<file path="config.mk">
export PLATFORM = sky130hd
export DESIGN_NAME = ula_bcd_conv
export DESIGN_NICKNAME = d
export VERILOG_FILES = /design/src/rtl/bcd_pkg.sv /design/src/rtl/bcd_add3.sv /design/src/rtl/ula_bcd_conv.sv
export SDC_FILE = /design/constraint.sdc
export NUM_CORES = 1
export LEC_CHECK = 0
export BUFFER_PORTS_ARGS = -buffer_cell sky130_fd_sc_hd__buf_4
export CAP_MARGIN = 10
export CORE_ASPECT_RATIO = 0.75
export CORE_MARGIN = 5
export CORE_UTILIZATION = 40
export CTS_BUF_LIST = sky130_fd_sc_hd__clkbuf_2 sky130_fd_sc_hd__clkbuf_4 sky130_fd_sc_hd__clkbuf_8
export DETAILED_ROUTE_END_ITERATION = 6
export GPL_ROUTABILITY_DRIVEN = 1
export PLACE_DENSITY = 0.57
export SETUP_SLACK_MARGIN = 0.02
export SLEW_MARGIN = 20
export SYNTH_ARGS = -nofsm -noshare
export SYNTH_HDL_FRONTEND = slang
export SYNTH_SLANG_ARGS = --single-unit
</file>
<file path="constraint.sdc">
create_clock -name clk -period 1.8 [get_ports clk]
set_input_delay 0.09 -clock clk [delete_from_list [all_inputs] [get_ports clk]]
set_output_delay 0.09 -clock clk [all_outputs]
set_load 0.02 [all_outputs]
</file>
<file path="src/rtl/bcd_pkg.sv">
// bcd_pkg: shared FSM state type and BCD digit constants for the binary-to-BCD converter
package bcd_pkg;
  typedef enum logic [1:0] {IDLE, SHIFT, DONE} state_t;
  localparam int BCD_W = 4;
  localparam int ADD3_TH = 5;
endpackage

</file>
<file path="src/rtl/bcd_add3.sv">
// bcd_add3: double-dabble digit correction, adds 3 to a BCD digit of 5 or more
module bcd_add3
  import bcd_pkg::*;
(
  input  logic [BCD_W-1:0] i_d,
  output logic [BCD_W-1:0] o_d
);
  always_comb o_d = (i_d >= BCD_W'(ADD3_TH)) ? i_d + BCD_W'(3) : i_d;
endmodule

</file>
<file path="src/rtl/ula_bcd_conv.sv">
// ula_bcd_conv: sequential double-dabble conversion of the ULA result to BCD digits for seg7
module ula_bcd_conv
  import bcd_pkg::*;
#(
  parameter int WIDTH  = 8,
  parameter int DIGITS = 3
) (
  input  logic             clk,
  input  logic             rst,
  input  logic             start,
  input  logic [WIDTH-1:0] bin,
  input  logic             sinal_in,
  output logic             busy,
  output logic             done,
  output logic [3:0]       d0,
  output logic [3:0]       d1,
  output logic [3:0]       d2,
  output logic             sinal_out
);
  localparam int SW = BCD_W * DIGITS;
  localparam int CW = $clog2(WIDTH + 1);
  localparam int PW = (DIGITS > 3) ? SW : 3 * BCD_W;
  localparam longint P10 = 64'd10 ** DIGITS;
  if (P10 <= (64'd1 << WIDTH) - 64'd1) begin : g_err
    $error("ula_bcd_conv: DIGITS too small for WIDTH");
  end
  state_t              r_st;
  logic [CW-1:0]       r_cnt;
  logic [SW-1:0]       r_scr;
  logic [WIDTH-1:0]    r_sh;
  logic                r_sgn, r_done, r_so;
  logic [3:0]          r_d0, r_d1, r_d2;
  logic [SW-1:0]       w_adj;
  logic [SW+WIDTH-1:0] w_nx;
  logic [PW-1:0]       w_pad;
  for (genvar i = 0; i < DIGITS; i++) begin : g_a
    bcd_add3 u_add3 (.i_d(r_scr[i*BCD_W +: BCD_W]), .o_d(w_adj[i*BCD_W +: BCD_W]));
  end
  assign w_nx  = {w_adj, r_sh} << 1;
  assign w_pad = PW'(r_scr);
  always_ff @(posedge clk) begin
    if (!rst) begin
      r_st   <= IDLE;
      r_cnt  <= '0;
      r_scr  <= '0;
      r_sh   <= '0;
      r_sgn  <= 1'b0;
      r_done <= 1'b0;
      r_so   <= 1'b0;
      r_d0   <= '0;
      r_d1   <= '0;
      r_d2   <= '0;
    end else begin
      r_done <= 1'b0;
      case (r_st)
        IDLE: if (start) begin
          r_sh  <= bin;
          r_scr <= '0;
          r_cnt <= CW'(WIDTH);
          r_sgn <= sinal_in;
          r_st  <= SHIFT;
        end
        SHIFT: begin
          {r_scr, r_sh} <= w_nx;
          r_cnt <= r_cnt - 1'b1;
          if (r_cnt == CW'(1)) r_st <= DONE;
        end
        DONE: begin
          r_d0   <= w_pad[3:0];
          r_d1   <= w_pad[7:4];
          r_d2   <= w_pad[11:8];
          r_so   <= r_sgn;
          r_done <= 1'b1;
          r_st   <= IDLE;
        end
        default: r_st <= IDLE;
      endcase
    end
  end
  assign busy      = r_st != IDLE;
  assign done      = r_done;
  assign d0        = r_d0;
  assign d1        = r_d1;
  assign d2        = r_d2;
  assign sinal_out = r_so;
endmodule

</file>
* After elaboration in Yosys (flattened, before gate mapping)
Cells that the tools add are included.
** Word-level totals
- Bits in registers :: 41
- Input bits :: 12
- Output and inout bits :: 15
- Logic and storage cells :: 41
** Cells by class
- Add/sub/neg operators :: 4
- Order comparisons :: 3
- Equality and inequality tests :: 5
- Muxes and demuxes :: 13
- Reductions and logical operators :: 6
** Operator list (number)
- $pmux W12 S2 :: 1
- $pmux W8 S2 :: 1
- $ge A4 B3 Y1 const B :: 3
- $mux W12 :: 1
- $mux W4 :: 3
- $add A4 B2 Y4 const B :: 2
- $mux W8 :: 1
- $pmux W4 S2 :: 1
- $reduce_and A2 Y1 :: 3
- $eq A4 B1 Y1 const B :: 1
- $mux W2 :: 2
- $ne A2 B2 Y1 const B :: 2
- $pmux W2 S2 :: 1
- $reduce_bool A2 Y1 :: 2
- $sub A4 B1 Y4 const B :: 1
- $add A3 B2 Y3 const B :: 1
- $mux W3 :: 1
- $eq A2 B1 Y1 const B :: 1
- $eq A2 B2 Y1 const B :: 1
- $logic_not A2 Y1 :: 1
- $mux W1 :: 1

* Depth between registers and ports, before layout
- Depth in word-level cells :: 3
- Depth in mapped cells :: 6
- Mapped depth without buffers :: 6

* Modules after synthesis
From an unflattened synthesis, not the netlist that was laid out.
** Unflattened totals
- Cells, all modules :: 214
- Area, all modules :: 1873.0 um^2
** By module, submodules not included
- ula_bcd_conv :: times used 1, cells each 166, area an instance 1569.0 um^2, seq. area each 820.8 um^2
- bcd_add3 :: times used 3, cells each 16, area an instance 101.3 um^2, seq. area each 0.0 um^2

* Worst setup path before layout
Ideal clock, no wire load.
- Path type :: reg-to-reg
- Start point :: reg r_scr[9]
- End point :: reg r_scr[10]
- Setup time :: 74 ps
- Arrival time :: 1333 ps
- Required time :: 1726 ps
- Setup slack :: 393 ps
- Cell stages (with the launch flop) :: 7
- Path buffers :: 0
- Clock period less this slack :: 1407 ps
- Cells stage by stage :: dfxtp_1 > inv_1 > ha_1 > nand2b_1 > a21oi_1 > mux2_2 > o21ai_0
** Between the ends
- Cells in the longest elaborated chain, start to end :: 3
- Elaborated cells on any way between the ends :: 4
- Classes of those cells :: 1 x add/sub; 1 x order compare; 2 x mux
** Ends and longest elaborated chain
- start: declaration :: RTL line ula_bcd_conv.sv:29 : logic [SW-1:0] r_scr;
- start signal: assignment :: RTL line ula_bcd_conv.sv:64 : {r_scr, r_sh} <= w_nx;
- $ge A4 B3 Y1 or $add A3 B2 Y3 (tied branches) :: RTL line bcd_add3.sv:8 : always_comb o_d = (i_d >= BCD_W'(ADD3_TH)) ? i_d + BCD_W'(3) : i_d;
- $mux W3 * :: RTL line bcd_add3.sv:8
- $pmux W12 S2 * :: RTL line ula_bcd_conv.sv:55 : case (r_st)
Mark *: on every way between the ends. The rest lies on a longest branch, timed or not.
A chain may end at the register's enable or synchronous reset.

* Worst setup path after layout
Ends and elaborated chain as after synthesis.

==> flow_summary.toml <==
[setup_path]
crit_path_max_fanout = 3
crit_arrival_ns = 1.74
crit_path_max_incr_delay_ns = 0.36
criticalPathCategory = "flop to flop"
crit_slowest_cell = "mux2_2"
critPathLaunchType = "flop"
path_cells = "inv_1 -> ha_1 -> nand2b_1 -> a21oi_1 -> mux2_2 -> o21ai_0"
worstPathRequired_ns = 2.02
cp_num_buf_inv = 1
cpLargestDelayFamily = "compound AO/OA/AOI/OAI gates"
critPathCaptureType = "flop"

[clock_tree]
cts-root-buf = "clkbuf_8"
h-tree-depth = 2
cts_num_sinks = 41
ctsResizeCount = 0
cts_buffers = 5
cts_buffer_depth = 2
clkLatencyLatePin_ns = 0.28
holdBufCountCts = 0
cts_setup_buffers = 0
clkTransAtPathRegs_ns = 0.08
cts_tree = "built"

[floorplan]
die_y_um = 70.5
die_area_mm2 = 0.00639
pin_count = 27
core-area_mm2 = 0.00482
start_util_pct = 40.5
die_x_um = 90.6
num_rows = 22

[power]
ir_drop_mv = 0.412
comb_power_share_pct = 12.5
finalPower_mw = 1.78
power_density_mw_per_mm2 = 786
switching_share_pct = 25.4
p_int_mw = 1.33
p_leak_nw = 0.900
clkPwrFrac_pct = 32.8
p_seq_share_pct = 54.6
p_switching_uw = 454

[synthesis]
synth_xor_area_share_pct = 2.25
avgSynthCellArea_um2 = 8.41
synth_area_mm2 = 0.00195
synth_cell_type_count = 39
synthAdderAreaFrac_pct = 5.13
yosysWarnings = 0
ys.flop_type = "dfxtp_1"
ys_seq_area_share_pct = 42.1
yosys.area_share.simple_pct = 22.5
synth-seq-cells = 41
netlist_instances = 232
synth_top_family_by_area = "simple AND/OR/NAND/NOR gates"
synth-edff-count = 0
synth-compound-area-share_pct = 20.1
synth_mux_area_share_pct = 1.15
synth_nets = 252
async_reset_ff_share_pct = 0

[global_route]
grt.busiest_layer = "met2"
overflow = 0
use_met1_pct = 18.9
use_met2_pct = 19.7
grt_pass1_vias = 1445
grt_util_met3_pct = 4.09
grt_pass1_wl_um = 6990
grt_max_degree = 35
antenna_found_initial = 0
grt_use_total_pct = 13.2

[status]
status = "complete, no violations"

[placement]
gp_congestion = 0.782
dpl.hpwl_um = 2870
portBuffers = 26

[routing]
drt_pre_antenna_iters = 4
drc = 0
wl_um = 4090
vias = 1594
drt_iter0_drc = 63
via_per_inst = 4.97
antenna_left = 0
wl_per_cell_um = 12.7

[timing]
skew_ns = 0.00391
drv_slew = 0
timing.hold.ws_ns = 0.0575
finalCritPeriodShare_pct = 84.8
max_freq_mhz = 655
rsz0062_at_grt = "false"
setup_viol = 0
hold_viol = 0
timing.slew.headroom_pct = 70.2
worst_slew_pin_slew_ns = 0.447
fin_tns_setup_ns = 0
finalCriticalPeriod_ns = 1.53

[hold_path]
min_path_type = "input pin to flop"

[flow_run]
cap_violations = 0

[cells_and_area]
antenna_cells = 0
final_cell_mix = "nand2_1 (43), dfxtp_1 (41), buf_4 (33), nor2_1 (27), a21boi_1 (16)"
n_fill_cell = 497
drive_gt1_share_pct = 19.2
fin_nets = 280
final_common_cell = "nand2_1"
area_delta_synth_final_pct = 16.3
seqCellArea_um2 = 821
multi_input_comb_area_um2 = 998
through the flow:
step | utilization [%] | cells | worst slack (ns) | area (um2)
floorplan | - | 232 | 0.393 | 1950
global placement | 45.3 | 313 | 0.330 | 2180
finish | 47.1 | 321 | 0.273 | 2270
detailed placement | 45.3 | 313 | 0.279 | 2180
global route | 47.1 | 321 | 0.104 | 2270
CTS | 47.1 | 321 | 0.254 | 2270
final timing paths:
path / start / to / slack [ns] / depth (start not counted)
setup / recovery: r_scr[9] / r_scr[10] / 0.27 / 6
hold / removal: sinal_in / r_sgn / 0.06 / 3
setup reg to reg: r_scr[9] / r_scr[10] / 0.27 / 6
hold reg to reg: r_sgn / sinal_out / 0.46 / 2
worst min-delay path: cells and delay by family:
| family | cells | cell delay [ns] |
|---|---|---|
| simple gates | 1 | 0.05 |
| buf+inv | 1 | 0.11 |
| compound gates | 1 | 0.05 |
registers in the layout (all words and copies together), names as in the netlist:
| name | count |
|---|---|
| r_scr | 12 |
| r_sh | 8 |
| d0 | 4 |
| d1 | 4 |
| d2 | 4 |
| r_cnt | 4 |
| r_st | 2 |
| done | 1 |
| r_sgn | 1 |
| sinal_out | 1 |
synth_stat cells (2+ instances only):
cell      count  area share, %
a21boi_1     16            6.2
clkbuf_1      3           0.58
dfxtp_1      41             42
a21oi_1      12            3.1
o221ai_1      6            2.7
nor2_1       27            5.2
nand3_1       6            1.5
mux2_2        2            1.2
nor2b_1       2           0.64
ha_1          8            5.1
nor3_1        4            1.0
nand2_1      43            8.3
buf_6         4            2.3
a21boi_0      3            1.2
xor2_1        2           0.90
o21ai_0       7            1.8
o31ai_1       2           0.77
buf_4         4            1.5
o21ai_1       4            1.0
inv_1         9            1.7
nand2b_1      5            1.6
xnor2_1       3            1.3
and2_1        3           0.96
logic make-up after synthesis:
logic type | Yosys count
flops | 41
fa+ha+maj | 8
buf+inv | 22
xor+xnor | 5
mux | 2
simple gates | 96
compound gates | 58
layer usage:
layer  part of all wire, %  up-vias  routed length [um]
met4                  0.83        0                  34
met5                     0        -                   0
met3                   4.5        4                 185
li1                      -      833                   -
met2                    42       32                1700
met1                    53      725                2170
power by group through the flow:
| stage | sequential [mW] | combinational (mW) | clock (mW) |
|---|---|---|---|
| after floorplan | 0.983 | 0.171 | 0 |
| after global placement | 0.995 | 0.223 | 0 |
| after detailed placement | 0.996 | 0.225 | 0 |
| after CTS | 0.974 | 0.225 | 0.608 |
| after global routing | 0.979 | 0.249 | 0.640 |
| final | 0.975 | 0.223 | 0.585 |
final cells by class:
class                           instances  share of cell area (%)
Multi-Input combinational cell        169                    44.0
Inverter                               10                    1.77
Timing Repair Buffer                   33                    10.9
Clock inverter                          2                   0.441
Tap cell                               60                    3.31
Clock buffer                            6                    3.36
Sequential cell                        41                    36.2
Power figures use the tool's default switching activity.
